`src/rtl/audio_pkg.sv`:
```
// Shared audio-path types: capture FSM states and default sample width.
package audio_pkg;
    localparam int AUDIO_WORD_LENGTH = 16;

    typedef enum logic [1:0] {
        ST_IDLE,
        ST_SETTLE,
        ST_RECORD,
        ST_FINISH
    } rec_state_t;
endpackage

```
`src/rtl/record_controller.sv`:
```
// Capture controller: drops the first DISCARD_WORDS deserializer words, then
// streams samples into memory until stop or memory full. All outputs registered.
module record_controller
    import audio_pkg::*;
#(
    parameter int WORD_LENGTH   = AUDIO_WORD_LENGTH,
    parameter int ADDR_WIDTH    = 14,
    parameter int DISCARD_WORDS = 4
) (
    input  logic                   clock_i,
    input  logic                   reset_i,
    input  logic                   start_i,
    input  logic                   stop_i,
    output logic                   deser_enable_o,
    input  logic                   deser_done_i,
    input  logic [WORD_LENGTH-1:0] deser_data_i,
    output logic                   mem_we_o,
    output logic [ADDR_WIDTH-1:0]  mem_addr_o,
    output logic [WORD_LENGTH-1:0] mem_data_o,
    output logic                   busy_o,
    output logic                   done_o,
    output logic [ADDR_WIDTH:0]    length_o
);
    localparam int DISC_W = $clog2(DISCARD_WORDS + 1) + 1;
    localparam logic [ADDR_WIDTH:0] MAX_WORDS = {1'b1, {ADDR_WIDTH{1'b0}}};

    rec_state_t             state_q, state_d;
    logic [ADDR_WIDTH-1:0]  addr_q, addr_d;
    logic [ADDR_WIDTH:0]    count_q, count_d;
    logic [DISC_W-1:0]      discard_q, discard_d;
    logic                   enable_q, enable_d;
    logic                   we_q, we_d;
    logic [ADDR_WIDTH-1:0]  mem_addr_q, mem_addr_d;
    logic [WORD_LENGTH-1:0] mem_data_q, mem_data_d;
    logic                   busy_q, busy_d;
    logic                   done_q, done_d;
    logic [ADDR_WIDTH:0]    length_q, length_d;

    always_comb begin
        state_d    = state_q;
        addr_d     = addr_q;
        count_d    = count_q;
        discard_d  = discard_q;
        we_d       = 1'b0;
        mem_addr_d = mem_addr_q;
        mem_data_d = mem_data_q;
        length_d   = length_q;

        case (state_q)
            ST_IDLE: begin
                if (start_i) begin
                    addr_d    = '0;
                    count_d   = '0;
                    discard_d = '0;
                    state_d   = (DISCARD_WORDS == 0) ? ST_RECORD : ST_SETTLE;
                end
            end
            ST_SETTLE: begin
                if (stop_i) begin
                    state_d = ST_FINISH;
                end else if (deser_done_i) begin
                    discard_d = discard_q + 1'b1;
                    if (discard_d == DISC_W'(DISCARD_WORDS)) state_d = ST_RECORD;
                end
            end
            ST_RECORD: begin
                if (deser_done_i) begin
                    we_d       = 1'b1;
                    mem_addr_d = addr_q;
                    mem_data_d = deser_data_i;
                    count_d    = count_q + 1'b1;
                    // Hold the address on the final slot instead of wrapping.
                    if (count_d == MAX_WORDS) state_d = ST_FINISH;
                    else                      addr_d  = addr_q + 1'b1;
                end
                if (stop_i) state_d = ST_FINISH;
            end
            default: state_d = ST_IDLE;
        endcase

        // Outputs are registered, so they follow the state being entered.
        enable_d = (state_d == ST_SETTLE) || (state_d == ST_RECORD);
        busy_d   = (state_d != ST_IDLE);
        done_d   = (state_d == ST_FINISH);
        if (done_d) length_d = count_d;
    end

    always_ff @(posedge clock_i or posedge reset_i) begin
        if (reset_i) begin
            state_q    <= ST_IDLE;
            addr_q     <= '0;
            count_q    <= '0;
            discard_q  <= '0;
            enable_q   <= 1'b0;
            we_q       <= 1'b0;
            mem_addr_q <= '0;
            mem_data_q <= '0;
            busy_q     <= 1'b0;
            done_q     <= 1'b0;
            length_q   <= '0;
        end else begin
            state_q    <= state_d;
            addr_q     <= addr_d;
            count_q    <= count_d;
            discard_q  <= discard_d;
            enable_q   <= enable_d;
            we_q       <= we_d;
            mem_addr_q <= mem_addr_d;
            mem_data_q <= mem_data_d;
            busy_q     <= busy_d;
            done_q     <= done_d;
            length_q   <= length_d;
        end
    end

    assign deser_enable_o = enable_q;
    assign mem_we_o       = we_q;
    assign mem_addr_o     = mem_addr_q;
    assign mem_data_o     = mem_data_q;
    assign busy_o         = busy_q;
    assign done_o         = done_q;
    assign length_o       = length_q;
endmodule

```
`config.mk`:
```
export PLATFORM = sky130hd
export DESIGN_NAME = record_controller
export DESIGN_NICKNAME = d
export VERILOG_FILES = /design/src/rtl/audio_pkg.sv /design/src/rtl/record_controller.sv
export SDC_FILE = /design/constraint.sdc
export NUM_CORES = 1
export LEC_CHECK = 0
export CAP_MARGIN = 40
export CORE_UTILIZATION = 45
export CTS_CLUSTER_SIZE = 25
export DETAILED_ROUTE_END_ITERATION = 8
export PLACE_DENSITY = 0.7
export SETUP_SLACK_MARGIN = 0.1
export SLEW_MARGIN = 40
export SYNTH_ARGS = -nofsm -noshare
export SYNTH_HDL_FRONTEND = slang
export SYNTH_SLANG_ARGS = --single-unit
```
`constraint.sdc`:
```
create_clock -name clock_i -period 4.24 [get_ports clock_i]
set_input_delay 1.06 -clock clock_i [delete_from_list [all_inputs] [get_ports clock_i]]
set_output_delay 1.06 -clock clock_i [all_outputs]
set_load 0.01 [all_outputs]
```
Yosys cells after proc, flatten, opt, wreduce, memory -nomap -nowiden
Cells that the tools add are included.
{"block": "word_totals", "register_bits": 84, "latch_bits": 0, "mem_bits_rw": 0, "romBits": 0, "inputBits": 21, "output_inout_bits": 49, "elab_cells": 55, "n_memories": 0}
{"block": "op_classes", "add_sub_neg": 3, "mul": 0, "div": 0, "magnitude_cmp": 0, "n_eq_ne": 12, "n_shift": 0, "muxes": 21, "n_bitwise": 0, "reduce_logical": 8}
{"operator": "$mux 14", "count": 3}
{"operator": "$mux 15", "count": 2}
{"operator": "$pmux 15 s2", "count": 1}
{"operator": "$pmux 14 s2", "count": 1}
{"operator": "$add 15x1->15 const B", "count": 1}
{"operator": "$eq 15x15->1 const B", "count": 1}
{"operator": "$add 14x1->14 const B", "count": 1}
{"operator": "$mux 2", "count": 7}
{"operator": "$mux 4", "count": 3}
{"operator": "$ne 2x2->1 const B", "count": 5}
{"operator": "$pmux 4 s2", "count": 1}
{"operator": "$reduce_and 4->1", "count": 2}
{"operator": "$eq 2x2->1 const B", "count": 3}
{"operator": "$pmux 2 s3", "count": 1}
{"operator": "$reduce_bool 2->1", "count": 3}
{"operator": "$add 4x1->4 const B", "count": 1}
{"operator": "$eq 2x1->1 const B", "count": 2}
{"operator": "$eq 4x3->1 const B", "count": 1}
{"operator": "$logic_not 2->1", "count": 1}
{"operator": "$mux 1", "count": 2}
{"operator": "$reduce_and 2->1", "count": 1}
{"operator": "$logic_or 1x1->1", "count": 1}

Longest topological paths before layout
{"block": "depth", "depth_word": 8, "mapped_depth": 14, "mapped_depth_nobuf": 11}

Worst setup path after synthesis
OpenSTA, ideal clock, no wires.
{"block": "synth_timing", "kind": "in2reg", "start": "input deser_done_i", "end": "register length_q[0] (netlist: length_o[0])", "setup_time_ns": 0.125, "arrival_time_ns": 3.584, "t_required_ns": 4.115, "setup_slack_ns": 0.531, "cell_stages": 12, "path_buffers": 5, "path_cell_list": "inv_1 -> or2_2 -> inv_1 -> clkbuf_1 -> clkbuf_1 -> buf_1 -> nand2_1 -> nand2_1 -> ha_1 -> clkbuf_1 -> buf_1 -> mux2_2"}
{"block": "synth_via", "elab_chain_cells": 4, "elab_cells_between_ends": 8, "classes_between": "eq/ne: 1; mux: 7"}
{"element": "start, declared", "line": "record_controller.sv:15", "rtl": "input logic deser_done_i,"}
{"element": "$mux 2 (on tied branches)", "line": "record_controller.sv:67, record_controller.sv:61"}
{"element": "$mux 2 (on tied branches)", "line": "record_controller.sv:76, record_controller.sv:59"}
{"element": "$pmux 2 s3 (*)", "line": "record_controller.sv:49", "rtl": "case (state_q)"}
{"element": "net state_d[0]", "line": "record_controller.sv:27", "rtl": "rec_state_t state_q, state_d;"}
{"element": "$eq 2x2->1 (*)", "line": "record_controller.sv:84", "rtl": "done_d = (state_d == ST_FINISH);"}
{"element": "end signal, assigned", "line": "record_controller.sv:112", "rtl": "length_q <= length_d;"}
{"element": "end, declared", "line": "record_controller.sv:37", "rtl": "logic [ADDR_WIDTH:0] length_q, length_d;"}
Mark *: on every way through the listed nets, which the timed path passes. The rest lies on a longest branch.
A chain may end at the register's enable or synchronous reset.

Worst setup path in the final report
{"block": "layout_timing", "start": "register count_q[4]", "end": "register length_q[12] (netlist: length_o[12])"}
{"block": "layout_via", "elab_chain_cells": 7, "elab_cells_between_ends": 9, "classes_between": "add/sub: 1; eq/ne: 2; mux: 6"}
{"element": "start, declared", "line": "record_controller.sv:29", "rtl": "logic [ADDR_WIDTH:0] count_q, count_d;"}
{"element": "start signal, assigned", "line": "record_controller.sv:104", "rtl": "count_q <= count_d;"}
{"element": "$add 15x1->15", "line": "record_controller.sv:71", "rtl": "count_d = count_q + 1'b1;"}
{"element": "$eq 15x15->1", "line": "record_controller.sv:73", "rtl": "if (count_d == MAX_WORDS) state_d = ST_FINISH;"}
{"element": "$mux 2", "line": "record_controller.sv:73"}
{"element": "$mux 2", "line": "record_controller.sv:67", "rtl": "if (deser_done_i) begin"}
{"element": "$mux 2", "line": "record_controller.sv:76", "rtl": "if (stop_i) state_d = ST_FINISH;"}
{"element": "$pmux 2 s3", "line": "record_controller.sv:49"}
{"element": "net state_d[0]", "line": "record_controller.sv:27"}
{"element": "$eq 2x2->1", "line": "record_controller.sv:84"}
The timed path passes the listed nets, and every way through them passes these cells.

==> summary.md <==
| Metric | Value |
|---|---|
| WL/cell | `14.0 µm` |
| Fin. Hold Viols | `0` |
| Tightest Pin Transition | `0.570 ns` |
| CTS tree | `built` |
| Later-pin clock latency in the skew report | `0.36 ns` |
| Internal | `1.66 mW` |
| Syn nets | `428` |
| Die Wd | `94.5 µm` |
| Die span in y | `94.5 µm` |
| Largest family of logic cells by synthesized area | `simple AND/OR/NAND/NOR gates` |
| CP endpoint kind | `flip-flop` |
| Syn avg cell area | `9.60 µm²` |
| Synth top area cells | `dfrtp_1 55%, nand2_1 11%, mux2_2 4.1%, o21ai_0 3.9%, ha_1 2.0%` |
| Gate power share | `0.307` |
| Final net count | `497` |
| Total GRT Usage | `0.201` |
| CTS H-tree lvls | `3` |
| Leakage | `2.26 nW` |
| Switching power | `0.804 mW` |
| Post-route ant nets | `0` |
| Max-capacitance violation count | `0` |
| Core Region | `8260 µm²` |
| CTS Hold Buffers Added | `0` |
| Clock group share of total power | `0.258` |
| CTS Root Buffer Type | `clkbuf_8` |
| Most frequent cells in the layout | `115 x nand2_1, 84 x dfrtp_1, 69 x clkdlybuf4s50_1` |
| Final wirelength | `8150 µm` |
| Reg2reg setup slack | `0.86 ns` |
| Worst setup SP type | `flip-flop` |
| Share of layout cells above drive strength 1 | `0.0968` |
| Worst hold slack | `0.476 ns` |
| Setup WS pre-CTS | `0.869 ns` |
| Post-synth ARST share | `1.00` |
| Sequential group share of total power | `0.435` |
| TritonCTS Buffers | `9` |
| Initial Util | `0.466` |
| Share of the synthesized area in the top cell type | `0.546` |
| Post-Syn Instances | `401` |
| Post-CTS sizing | `0` |
| Yosys warnings | `0` |
| Mux contribution to synthesized area | `0.0462` |
| Crit path DAT | `3.62 ns` |
| Slew HR | `0.610` |
| Highest Clock Rate | `296 MHz` |
| Synth area leader | `dfrtp_1` |
| CP max FO | `17` |
| Fill count | `739` |
| Placer Congestion | `0.846` |
| Initial antenna violation count | `0` |
| Commonest non-fill, non-tap cell in the layout | `nand2_1` |
| Switch share | `0.326` |
| Largest net degree at the start of global routing | `52` |
| Slack of the critical path | `0.862 ns` |
| Status | `finished clean` |
| Post-synth EDFFs | `0` |
| XOR/XNOR Fraction of Synth Area | `0.00683` |
| DRC viols | `0` |
| Drt pass-1 iters | `4` |
| Clock buffer depth | `2` |
| Die ar. | `8930 µm²` |
| Layout area overhead | `26.4%` |
| Worst Skew | `0.00927 ns` |
| Main synth FF type | `dfrtp_1` |
| Setup Viol. Count Final | `0` |
| # port buffers | `69` |
| Final setup TNS | `0 ns` |
| Total gr overflow | `0` |
| Vias in the first global route | `3062` |
| Pwr dens | `507 nW/µm²` |
| RSZ-0062 raised after global routing | `false` |
| Post-layout min period | `3.38 ns` |
| Synth Register Bits | `84` |
| Synth Area in Simple Gates | `0.231` |
| Via/cell ratio | `5.36` |
| Clk slew on worst S/H paths | `0.08 ns` |
| Post-CTS Setup Inserts | `0` |
| First-pass GRT wire length | `13900 µm` |
| Register area share after synthesis | `0.546` |
| Layout Utilization | `0.589` |
| Kind of critical path | `reg2reg` |
| Top-Level Pins | `70` |
| DR vias | `3109` |
| Netlist Area Pre-Place | `3850 µm²` |
| Part of the cycle the worst path needs | `0.797` |
| Post-synthesis compound-gate area fraction | `0.119` |
| Req. time, crit path | `4.48 ns` |
| Final Slew Violations | `0` |
| Antenna cells | `0` |
| Dpl hpwl | `5640 µm` |
| Hold/Removal Path Class | `reg2reg` |
| Worst VDD drop | `244 µV` |
| Rows | `33` |
| DR iter-0 viols | `144` |
| Count of cell types in the netlist | `46` |
| Clk sink count | `84` |
| Adder-Cell Fraction of Synth Area | `0.0195` |
==> flip-flops by register name (all words and copies together), names as in the netlist, 2 cells and up <==
name,count
discard_q,4
mem_addr_o,14
count_q,15
length_o,15
mem_data_o,16
state_q,2
addr_q,14
==> final timing paths <==
path,startpoint,endpoint,cells past startpoint
max,count_q[4],length_o[12],10
max in group asynchronous,reset_i,count_q[12],3
min,mem_addr_o[3],mem_addr_o[3],2
min reg2reg,mem_addr_o[3],mem_addr_o[3],2
min in group asynchronous,reset_i,mem_data_o[6],2
max reg2reg,count_q[4],length_o[12],10
==> cell families after synthesis <==
| group | Yosys count |
|---|---|
| AOI/OAI and AO/OA | 72 |
| xor gates and xnor gates | 3 |
| adders and majority gates | 6 |
| buffers and inverters | 26 |
| DFF | 84 |
| muxes | 16 |
| and+or+nand+nor | 194 |
==> layout make-up <==
type	instances	area, µm²	area share
Clock buffer	9	124	0.0255
Clock inverter	7	97.6	0.0201
Inverter	10	38.8	0.00797
Multi-Input combinational cell	291	1630	0.335
Sequential cell	84	2100	0.432
Tap cell	105	131	0.0270
Timing Repair Buffer	74	741	0.152
==> power groups by stage <==
stage	clock, mW	sequential, mW	combinational (mW)
final	0.636	1.07	0.758
after CTS	0.653	1.07	0.772
after global placement	0	1.08	0.752
after floorplan	0	1.13	0.358
after detailed placement	0	1.09	0.768
after global routing	0.681	1.10	0.850
==> worst max-delay path: stages (launching register included) <==
cell	delay, ns
dfrtp_1	0.49
nand3_1	0.27
a2111oi_0	0.62
o211ai_1	0.17
a211oi_1	0.43
and2_4	0.32
nand2_1	0.08
nand2_1	0.13
ha_1	0.16
buf_4	0.23
mux2_2	0.36
==> metrics by stage <==
step	power (mW)	instances	instance area [µm²]
floorplan	1.49	401	3850
global placement	1.83	564	4640
detailed placement	1.86	564	4640
CTS	2.50	580	4860
global route	2.63	580	4860
finish	2.47	580	4860
==> routing by layer <==
layer	global-route usage	up-vias	wire length, µm
li1	-	1520	-
met1	0.261	1479	3680
met2	0.318	93	3800
met3	0.0354	17	483
met4	0.114	0	182
met5	0	-	0
==> synthesized netlist by cell type, types with 5 or more instances <==
cell type and instances:
ha_1 6, o31ai_1 6, nor3_1 8, a21o_1 5, nand4_1 9, nand3_1 8, mux2_2 14, inv_1 10
and2_1 6, nand2_1 115, nor2_1 17, clkbuf_1 9, a21oi_1 13, dfrtp_1 84, or3_1 6, and3_1 6
o21ai_0 30
(Power assumes the default switching activity.)
